## src/rtl/ethernec_pkg.sv

```systemverilog
// Shared NE2000 receive-path types and constants, also imported by the register block.
package ethernec_pkg;

  typedef enum logic [1:0] {
    IDLE = 2'd0,
    MAC  = 2'd1,
    DATA = 2'd2,
    HDR  = 2'd3
  } rx_state_e;

  localparam logic [7:0] HDR_STATUS_OK = 8'h01;
  localparam int         MAC_BYTES     = 6;
  localparam int         HDR_BYTES     = 4;
  localparam int         FRAMESIZE_DEF = 1536;
  localparam int         MINFRAME_DEF  = 60;

endpackage

```

## src/rtl/ethernec_rx_ctrl_if.sv

```systemverilog
// Receive-controller port bundle: io byte stream, ring config, rx-buffer write port and status.
interface ethernec_rx_ctrl_if #(
  parameter int ABITS = 11
);
  logic             clk_en;
  logic             frame_start;
  logic             byte_valid;
  logic [7:0]       rx_byte;
  logic             frame_end;
  logic             mac_load;
  logic [47:0]      mac;
  logic [7:0]       pstart;
  logic [7:0]       pstop;
  logic [7:0]       bnry;
  logic             curr_wr;
  logic [7:0]       curr_wdata;
  logic             buf_we;
  logic [ABITS-1:0] buf_addr;
  logic [7:0]       buf_wdata;
  logic [7:0]       curr;
  logic             prx;
  logic             ovw;
  logic             busy;
  logic [15:0]      rx_len;

  modport master (
    output clk_en, frame_start, byte_valid, rx_byte, frame_end, mac_load, mac,
           pstart, pstop, bnry, curr_wr, curr_wdata,
    input  buf_we, buf_addr, buf_wdata, curr, prx, ovw, busy, rx_len
  );

  modport slave (
    input  clk_en, frame_start, byte_valid, rx_byte, frame_end, mac_load, mac,
           pstart, pstop, bnry, curr_wr, curr_wdata,
    output buf_we, buf_addr, buf_wdata, curr, prx, ovw, busy, rx_len
  );
endinterface

```

## src/rtl/ethernec_ring_calc.sv

```systemverilog
// Ring page accounting for one frame: pages needed, pages free, wrapped next curr, overflow.
// Purely combinational; 10-bit intermediates catch wrap and misconfiguration.
module ethernec_ring_calc (
  input  logic [7:0]  curr_i,
  input  logic [7:0]  bnry_i,
  input  logic [7:0]  pstart_i,
  input  logic [7:0]  pstop_i,
  input  logic [15:0] count_i,
  output logic [7:0]  need_o,
  output logic [7:0]  free_o,
  output logic [7:0]  next_o,
  output logic        overflow_o
);
  logic [16:0] need_w;
  logic [8:0]  ring_w;
  logic [9:0]  free_w;
  logic [9:0]  next_w;
  logic        cfg_err;

  always_comb begin
    need_w  = ({1'b0, count_i} + 17'd259) >> 8;
    cfg_err = (pstop_i <= pstart_i);
    ring_w  = {1'b0, pstop_i} - {1'b0, pstart_i};
    if (bnry_i > curr_i) begin
      free_w = {2'b00, bnry_i} - {2'b00, curr_i};
    end else begin
      free_w = {1'b0, ring_w} - ({2'b00, curr_i} - {2'b00, bnry_i});
    end
    next_w = {2'b00, curr_i} + need_w[9:0];
    if (next_w >= {2'b00, pstop_i}) begin
      next_w = next_w - {1'b0, ring_w};
    end
    need_o = need_w[7:0];
    // A negative free count only arises from pointers outside the ring; treat as full.
    free_o = (free_w[9:8] != 2'b00) ? 8'd0 : free_w[7:0];
    next_o = next_w[7:0];
    overflow_o = cfg_err || (need_w[16:8] != 9'd0) || (need_w[7:0] >= free_o)
                 || (next_w[9:8] != 2'b00);
  end
endmodule

```

## src/rtl/ethernec_rx_ctrl.sv

```systemverilog
// NE2000 receive sequencer: owns the rx-buffer write port (MAC copy, payload, header) and curr.
// All outputs registered (one cycle after cause); no backpressure, clk_en paces MAC/header writes.
module ethernec_rx_ctrl
  import ethernec_pkg::*;
#(
  parameter int FRAMESIZE = FRAMESIZE_DEF,
  parameter int MINFRAME  = MINFRAME_DEF,
  parameter int ABITS     = 11
) (
  input logic               clk,
  input logic               reset,
  ethernec_rx_ctrl_if.slave rx
);
  localparam logic [15:0] FS_L     = 16'(FRAMESIZE);
  localparam logic [15:0] MF_L     = 16'(MINFRAME);
  localparam logic [2:0]  MAC_LAST = 3'(MAC_BYTES - 1);
  localparam logic [2:0]  HDR_LAST = 3'(HDR_BYTES - 1);

  rx_state_e        state_q, state_d;
  logic [15:0]      n_q, n_d, rx_len_q, rx_len_d, n_upd;
  logic [2:0]       k_q, k_d;
  logic [7:0]       curr_q, curr_d, next_q, next_d, buf_wdata_q, buf_wdata_d, hdr_byte;
  logic [ABITS-1:0] buf_addr_q, buf_addr_d;
  logic             buf_we_q, buf_we_d, prx_q, prx_d, ovw_q, ovw_d;
  logic             byte_take, runt, ovf;
  logic [7:0]       calc_need, calc_free, calc_next;
  logic             calc_ovf;

  // A byte arriving with frame_end is counted before the frame is judged.
  assign byte_take = rx.byte_valid && (n_q < FS_L);
  assign n_upd     = n_q + {15'd0, byte_take};
  assign runt      = (n_upd < MF_L);
  assign ovf       = calc_ovf || (calc_need >= calc_free);

  ethernec_ring_calc u_ring (
    .curr_i     (curr_q),
    .bnry_i     (rx.bnry),
    .pstart_i   (rx.pstart),
    .pstop_i    (rx.pstop),
    .count_i    (n_upd),
    .need_o     (calc_need),
    .free_o     (calc_free),
    .next_o     (calc_next),
    .overflow_o (calc_ovf)
  );

  always_comb begin
    case (k_q[1:0])
      2'd0:    hdr_byte = HDR_STATUS_OK;
      2'd1:    hdr_byte = next_q;
      2'd2:    hdr_byte = rx_len_q[7:0];
      default: hdr_byte = rx_len_q[15:8];
    endcase
  end

  always_ff @(posedge clk or posedge reset) begin
    if (reset) state_q <= IDLE;
    else       state_q <= state_d;
  end

  always_comb begin
    state_d = state_q;
    if (rx.mac_load) begin
      state_d = MAC;
    end else begin
      case (state_q)
        IDLE: if (rx.frame_start) state_d = DATA;
        MAC:  if (rx.clk_en && (k_q == MAC_LAST)) state_d = IDLE;
        DATA: if (!rx.frame_start && rx.frame_end) state_d = (runt || ovf) ? IDLE : HDR;
        HDR:  if (rx.clk_en && (k_q == HDR_LAST)) state_d = IDLE;
        default: state_d = IDLE;
      endcase
    end
  end

  always_comb begin
    n_d         = n_q;
    k_d         = k_q;
    next_d      = next_q;
    rx_len_d    = rx_len_q;
    curr_d      = curr_q;
    buf_we_d    = 1'b0;
    buf_addr_d  = buf_addr_q;
    buf_wdata_d = buf_wdata_q;
    prx_d       = 1'b0;
    ovw_d       = 1'b0;
    if (rx.mac_load) begin
      k_d = 3'd0;
    end else begin
      case (state_q)
        IDLE: if (rx.frame_start) n_d = 16'd0;
        MAC: if (rx.clk_en) begin
          buf_we_d    = 1'b1;
          buf_addr_d  = ABITS'(k_q);
          buf_wdata_d = 8'(rx.mac >> {k_q, 3'b000});
          k_d         = k_q + 3'd1;
        end
        DATA: if (rx.frame_start) begin
          n_d = 16'd0;
        end else begin
          if (byte_take) begin
            buf_we_d    = 1'b1;
            buf_addr_d  = ABITS'(n_q + 16'd4);
            buf_wdata_d = rx.rx_byte;
            n_d         = n_upd;
          end
          if (rx.frame_end && !runt) begin
            if (ovf) begin
              ovw_d = 1'b1;
            end else begin
              next_d   = calc_next;
              rx_len_d = n_upd + 16'd4;
              k_d      = 3'd0;
            end
          end
        end
        HDR: if (rx.clk_en) begin
          buf_we_d    = 1'b1;
          buf_addr_d  = ABITS'(k_q);
          buf_wdata_d = hdr_byte;
          k_d         = k_q + 3'd1;
          if (k_q == HDR_LAST) begin
            curr_d = next_q;
            prx_d  = 1'b1;
          end
        end
        default: ;
      endcase
    end
    // CPU writes to CURR override a commit landing in the same cycle.
    if (rx.curr_wr) curr_d = rx.curr_wdata;
  end

  always_ff @(posedge clk or posedge reset) begin
    if (reset) begin
      n_q         <= 16'd0;
      k_q         <= 3'd0;
      next_q      <= 8'd0;
      rx_len_q    <= 16'd0;
      curr_q      <= 8'd0;
      buf_we_q    <= 1'b0;
      buf_addr_q  <= '0;
      buf_wdata_q <= 8'd0;
      prx_q       <= 1'b0;
      ovw_q       <= 1'b0;
    end else begin
      n_q         <= n_d;
      k_q         <= k_d;
      next_q      <= next_d;
      rx_len_q    <= rx_len_d;
      curr_q      <= curr_d;
      buf_we_q    <= buf_we_d;
      buf_addr_q  <= buf_addr_d;
      buf_wdata_q <= buf_wdata_d;
      prx_q       <= prx_d;
      ovw_q       <= ovw_d;
    end
  end

  assign rx.buf_we    = buf_we_q;
  assign rx.buf_addr  = buf_addr_q;
  assign rx.buf_wdata = buf_wdata_q;
  assign rx.curr      = curr_q;
  assign rx.prx       = prx_q;
  assign rx.ovw       = ovw_q;
  assign rx.busy      = (state_q != IDLE);
  assign rx.rx_len    = rx_len_q;
endmodule

```

## src/flat_wrapper.sv

```systemverilog
// flat-port wrapper written by rule: the top's interface ports become plain ports
module ethernec_rx_ctrl_flat import ethernec_pkg::*;
#(
  parameter int FRAMESIZE = FRAMESIZE_DEF,
  parameter int MINFRAME  = MINFRAME_DEF,
  parameter int ABITS     = 11
)
  (clk, reset, rx_clk_en, rx_frame_start, rx_byte_valid, rx_rx_byte, rx_frame_end, rx_mac_load, rx_mac, rx_pstart, rx_pstop, rx_bnry, rx_curr_wr, rx_curr_wdata, rx_buf_we, rx_buf_addr, rx_buf_wdata, rx_curr, rx_prx, rx_ovw, rx_busy, rx_rx_len);
  ethernec_rx_ctrl_if #(.ABITS(ABITS)) rx_i ();
  input logic clk;
  input logic reset;
  input wire logic [$bits(rx_i.clk_en)-1:0] rx_clk_en;
  input wire logic [$bits(rx_i.frame_start)-1:0] rx_frame_start;
  input wire logic [$bits(rx_i.byte_valid)-1:0] rx_byte_valid;
  input wire logic [$bits(rx_i.rx_byte)-1:0] rx_rx_byte;
  input wire logic [$bits(rx_i.frame_end)-1:0] rx_frame_end;
  input wire logic [$bits(rx_i.mac_load)-1:0] rx_mac_load;
  input wire logic [$bits(rx_i.mac)-1:0] rx_mac;
  input wire logic [$bits(rx_i.pstart)-1:0] rx_pstart;
  input wire logic [$bits(rx_i.pstop)-1:0] rx_pstop;
  input wire logic [$bits(rx_i.bnry)-1:0] rx_bnry;
  input wire logic [$bits(rx_i.curr_wr)-1:0] rx_curr_wr;
  input wire logic [$bits(rx_i.curr_wdata)-1:0] rx_curr_wdata;
  output wire logic [$bits(rx_i.buf_we)-1:0] rx_buf_we;
  output wire logic [$bits(rx_i.buf_addr)-1:0] rx_buf_addr;
  output wire logic [$bits(rx_i.buf_wdata)-1:0] rx_buf_wdata;
  output wire logic [$bits(rx_i.curr)-1:0] rx_curr;
  output wire logic [$bits(rx_i.prx)-1:0] rx_prx;
  output wire logic [$bits(rx_i.ovw)-1:0] rx_ovw;
  output wire logic [$bits(rx_i.busy)-1:0] rx_busy;
  output wire logic [$bits(rx_i.rx_len)-1:0] rx_rx_len;
  assign rx_i.clk_en = rx_clk_en;
  assign rx_i.frame_start = rx_frame_start;
  assign rx_i.byte_valid = rx_byte_valid;
  assign rx_i.rx_byte = rx_rx_byte;
  assign rx_i.frame_end = rx_frame_end;
  assign rx_i.mac_load = rx_mac_load;
  assign rx_i.mac = rx_mac;
  assign rx_i.pstart = rx_pstart;
  assign rx_i.pstop = rx_pstop;
  assign rx_i.bnry = rx_bnry;
  assign rx_i.curr_wr = rx_curr_wr;
  assign rx_i.curr_wdata = rx_curr_wdata;
  assign rx_buf_we = rx_i.buf_we;
  assign rx_buf_addr = rx_i.buf_addr;
  assign rx_buf_wdata = rx_i.buf_wdata;
  assign rx_curr = rx_i.curr;
  assign rx_prx = rx_i.prx;
  assign rx_ovw = rx_i.ovw;
  assign rx_busy = rx_i.busy;
  assign rx_rx_len = rx_i.rx_len;
  ethernec_rx_ctrl #(.FRAMESIZE(FRAMESIZE), .MINFRAME(MINFRAME), .ABITS(ABITS)) u_core (.clk(clk), .reset(reset), .rx(rx_i));
endmodule
```

## config.mk

```make
export PLATFORM = sky130hd
export DESIGN_NAME = ethernec_rx_ctrl_flat
export DESIGN_NICKNAME = d
export VERILOG_FILES = /design/src/rtl/ethernec_pkg.sv /design/src/rtl/ethernec_rx_ctrl_if.sv /design/src/rtl/ethernec_ring_calc.sv /design/src/rtl/ethernec_rx_ctrl.sv /design/src/flat_wrapper.sv
export SDC_FILE = /design/constraint.sdc
export NUM_CORES = 1
export LEC_CHECK = 0
export BUFFER_PORTS_ARGS = -buffer_cell sky130_fd_sc_hd__buf_4
export CORE_ASPECT_RATIO = 0.8
export CORE_UTILIZATION = 45
export CTS_CLUSTER_SIZE = 24
export DETAILED_ROUTE_END_ITERATION = 6
export PLACE_DENSITY = 0.66
export SLEW_MARGIN = 5
export SYNTH_ARGS = -nofsm -noshare
export SYNTH_HDL_FRONTEND = slang
export SYNTH_SLANG_ARGS = --single-unit
```

## constraint.sdc

```tcl
create_clock -name clk -period 7.6 [get_ports clk]
set_clock_uncertainty 0.15 [all_clocks]
set_input_delay 0.38 -clock clk [delete_from_list [all_inputs] [get_ports clk]]
set_output_delay 0.38 -clock clk [all_outputs]
set_load 0.02 [all_outputs]
```

==> flow_summary.json <==
{
  "status": "completed",
  "clockBufferDepth": 2,
  "drc_errors": 0,
  "crit_type": "reg2reg",
  "numCtsBuffers": 9,
  "ys_seq_elements": 75,
  "cp.arrival_ns": 7.13,
  "finalCritPeriodShare_pct": 93.0,
  "drive_gt1_share_pct": 20.3,
  "synthTopCellsByArea": "dfrtp_1, ha_1, xnor2_1",
  "yosysTopAreaCell": "dfrtp_1",
  "tritoncts": "done",
  "slew_violations": 0,
  "nFillCells": 1569,
  "crit_top_cell": "ha_1",
  "clkTransAtPathRegs_ns": 0.06,
  "wire_per_inst_um": 17.1,
  "crit_fanout": 24,
  "n_antenna_cell": 0,
  "numClockSinks": 75,
  "synth_cell_type_count": 75,
  "cts_hold_buf": 0,
  "crit_required_ns": 7.67,
  "grt_overflow": 0,
  "fmax_mhz": 141,
  "ctsResizeCount": 0,
  "viasPerCell": 5.59,
  "slew_headroom_pct": 12.1,
  "setup_violations": 0,
  "setup_ws_ns": 0.531,
  "slowest_delay_ns": 0.51,
  "cts-root-buf": "clkbuf_16",
  "hold_end": "u_core.rx.curr[0]",
  "grt_pass1_vias": 6459,
  "cp-end-kind": "register",
  "hold_viol_final": 0,
  "synth_flop_cell": "dfrtp_1",
  "drt_wl_total_mm": 21.4,
  "num_rows": 42,
  "ff2ff_setup_slack_ns": 0.53,
  "path_buf_inv": 4,
  "reg2regPathDepth": 26,
  "cpMaxStageDelayCell": "or4_1",
  "post_cts_buffers": 0,
  "cp-start-kind": "register",
  "final_cell_mix": "buf_4, inv_1, ha_1",
  "dr.pass1.iters": 5,
  "worst_slew_pin_slew_ns": 1.31,
  "place_congestion": 0.931,
  "synth.avg_cell_area_sq_um": 8.54,
  "die-width_um": 148,
  "path_delay_family": "simple AND/OR/NAND/NOR gates",
  "coreArea_sq_um": 16700,
  "synthArstFlopShare_pct": 100,
  "period_needed_ns": 7.07,
  "die_h_um": 119,
  "stdcell_count": 1251,
  "drtIter0Drc": 495,
  "ioPinCount": 143,
  "r2r_start": "u_core.n_q[11]",
  "p_leak_nw": 4.58,
  "powerDensity_nw_per_um2": 217,
  "dp_hpwl_mm": 17.5,
  "r2r-end": "u_core.rx.rx_len[13]",
  "grt_pass1_wl_mm": 34.4,
  "synth_area_sq_um": 7710,
  "grt_max_degree": 76,
  "grt_use_total_pct": 24.8,
  "syn2layout_area_growth_pct": 20.6,
  "hp-class": "in2reg",
  "whs_path_depth": 3,
  "mostFrequentLayoutCell": "buf_4",
  "nets": 1210,
  "synth_edf_count": 0,
  "dpl_worst_slack_ns": 0.327,
  "clock_latency_ns": 0.34,
  "antenna_found_initial": 0,
  "dp.cells": 1235,
  "hold_path_startpoint": "rx_curr_wdata[0]",
  "numPortBuffers": 142,
  "start_util_pct": 46.3,
  "rsz0062_at_grt": "false",
  "maxCapViolCount": 0,
  "vias": 6993,
  "antenna_left": 0,
  "fin_setup_tns_ns": 0,
  "dieArea_sq_um": 17700,
  "syn_inst": 903,
  "yosysTopAreaCellShare_pct": 24.3,
  "yosys_warnings": 0,
  "ir_drop_v": 0.000110,
  "htreeDepth": 3,
  "synth_nets": 1087,
  "seq_area_frac_synth_pct": 24.3
}
## Yosys cell counts (all sizes together) (9+ instances only)
library cell / instances
a21oi: 54
a21o: 20
nand4: 10
xnor2: 48
buf: 16
nor2b: 10
inv: 83
dfrtp: 75
nand2b: 11
ha: 82
clkbuf: 22
and2: 9
nor3: 24
o21ai: 73
or3: 12
nand2: 80
o21a: 9
mux2i: 31
o31ai: 15
mux2: 19
nor4: 10
xor2: 20
nor2: 63
## cell families after synthesis
kind of cell	after synthesis	synth area share, %
DFF	75	24.3
AOI/OAI and AO/OA	231	19.7
buffers and inverters	122	6.62
muxes	58	9.24
adders and majority gates	88	14.9
xor gates and xnor gates	68	7.82
and+or+nand+nor	261	17.4
## worst max-delay path by stage
stage,depth (start not counted),endpoint,from
after global routing,26,u_core.rx.rx_len[13],u_core.n_q[11]
after global placement,29,u_core.rx.rx_len[15],u_core.n_q[11]
after floorplan,30,u_core.rx.rx_len[13],u_core.n_q[11]
after detailed placement,27,u_core.rx.rx_len[13],u_core.n_q[11]
after CTS,29,u_core.rx.rx_len[13],u_core.n_q[11]
final,26,u_core.rx.rx_len[13],u_core.n_q[11]
## power by group
| group | internal [W] | switching (W) | leakage, nW |
|---|---|---|---|
| clock | 0.000358 | 0.000179 | 0.178 |
| combinational | 0.000425 | 0.000562 | 3.43 |
| sequential | 0.000443 | 0.0000486 | 0.976 |
| total | 0.00123 | 0.000790 | 4.58 |
## state kept, by name, summed over array words and instances, names as in the netlist
name,count
u_core.n_q,16
u_core.rx.rx_len,16
u_core.rx.buf_addr,11
u_core.next_q,8
u_core.rx.buf_wdata,8
u_core.rx.curr,8
u_core.k_q,3
u_core.state_q,2
u_core.rx.buf_we,1
u_core.rx.ovw,1
u_core.rx.prx,1
## worst reg2reg max path, stage by stage, from the launching register on
cell and delay (ns):
dfrtp_1 0.48, nor4_1 0.32, nand4b_1 0.22, inv_1 0.14, ha_1 0.30, ha_2 0.34
nand2_1 0.11, nor3_1 0.30, xnor2_1 0.38, o21a_2 0.34, or2_2 0.16, ha_1 0.17
inv_1 0.06, fa_1 0.39, nand2b_1 0.18, a21oi_1 0.21, nor3_1 0.08, nor2_1 0.24
ha_1 0.30, a21o_1 0.20, or4_1 0.51, a31o_2 0.25, a221oi_1 0.26, buf_4 0.21
nor4_4 0.04, buf_4 0.25, mux2_1 0.37
## through the flow
step           total power, W  utilization (%)  area (sq um)  hold slack (ns)
6_report              0.00202             55.8          9300            0.111
4_1_cts               0.00202             55.8          9290            0.106
2_1_floorplan         0.00118                -          7710            0.331
3_3_place_gp          0.00147             53.5          8910            0.315
3_5_place_dp          0.00148             53.5          8910            0.322
5_1_grt               0.00216             55.8          9300            0.114
## per-layer routing
layer | track usage (%) | part of all wire (%)
met1 | 38.2 | 51
met2 | 36.7 | 42
met3 | 3.64 | 5.3
met4 | 4.38 | 1.0
met5 | 0 | 0
## cell type report
type	count	area [sq um]	share of cell area, %
flip-flops and latches	75	1880	20.2
clock buffers	9	225	2.42
clock inverters	7	148	1.59
repair buffers	150	1130	12.1
inverters	84	315	3.39
well taps	220	275	2.96
multi-input cells	706	5330	57.3
Power figures use the tool's default switching activity.
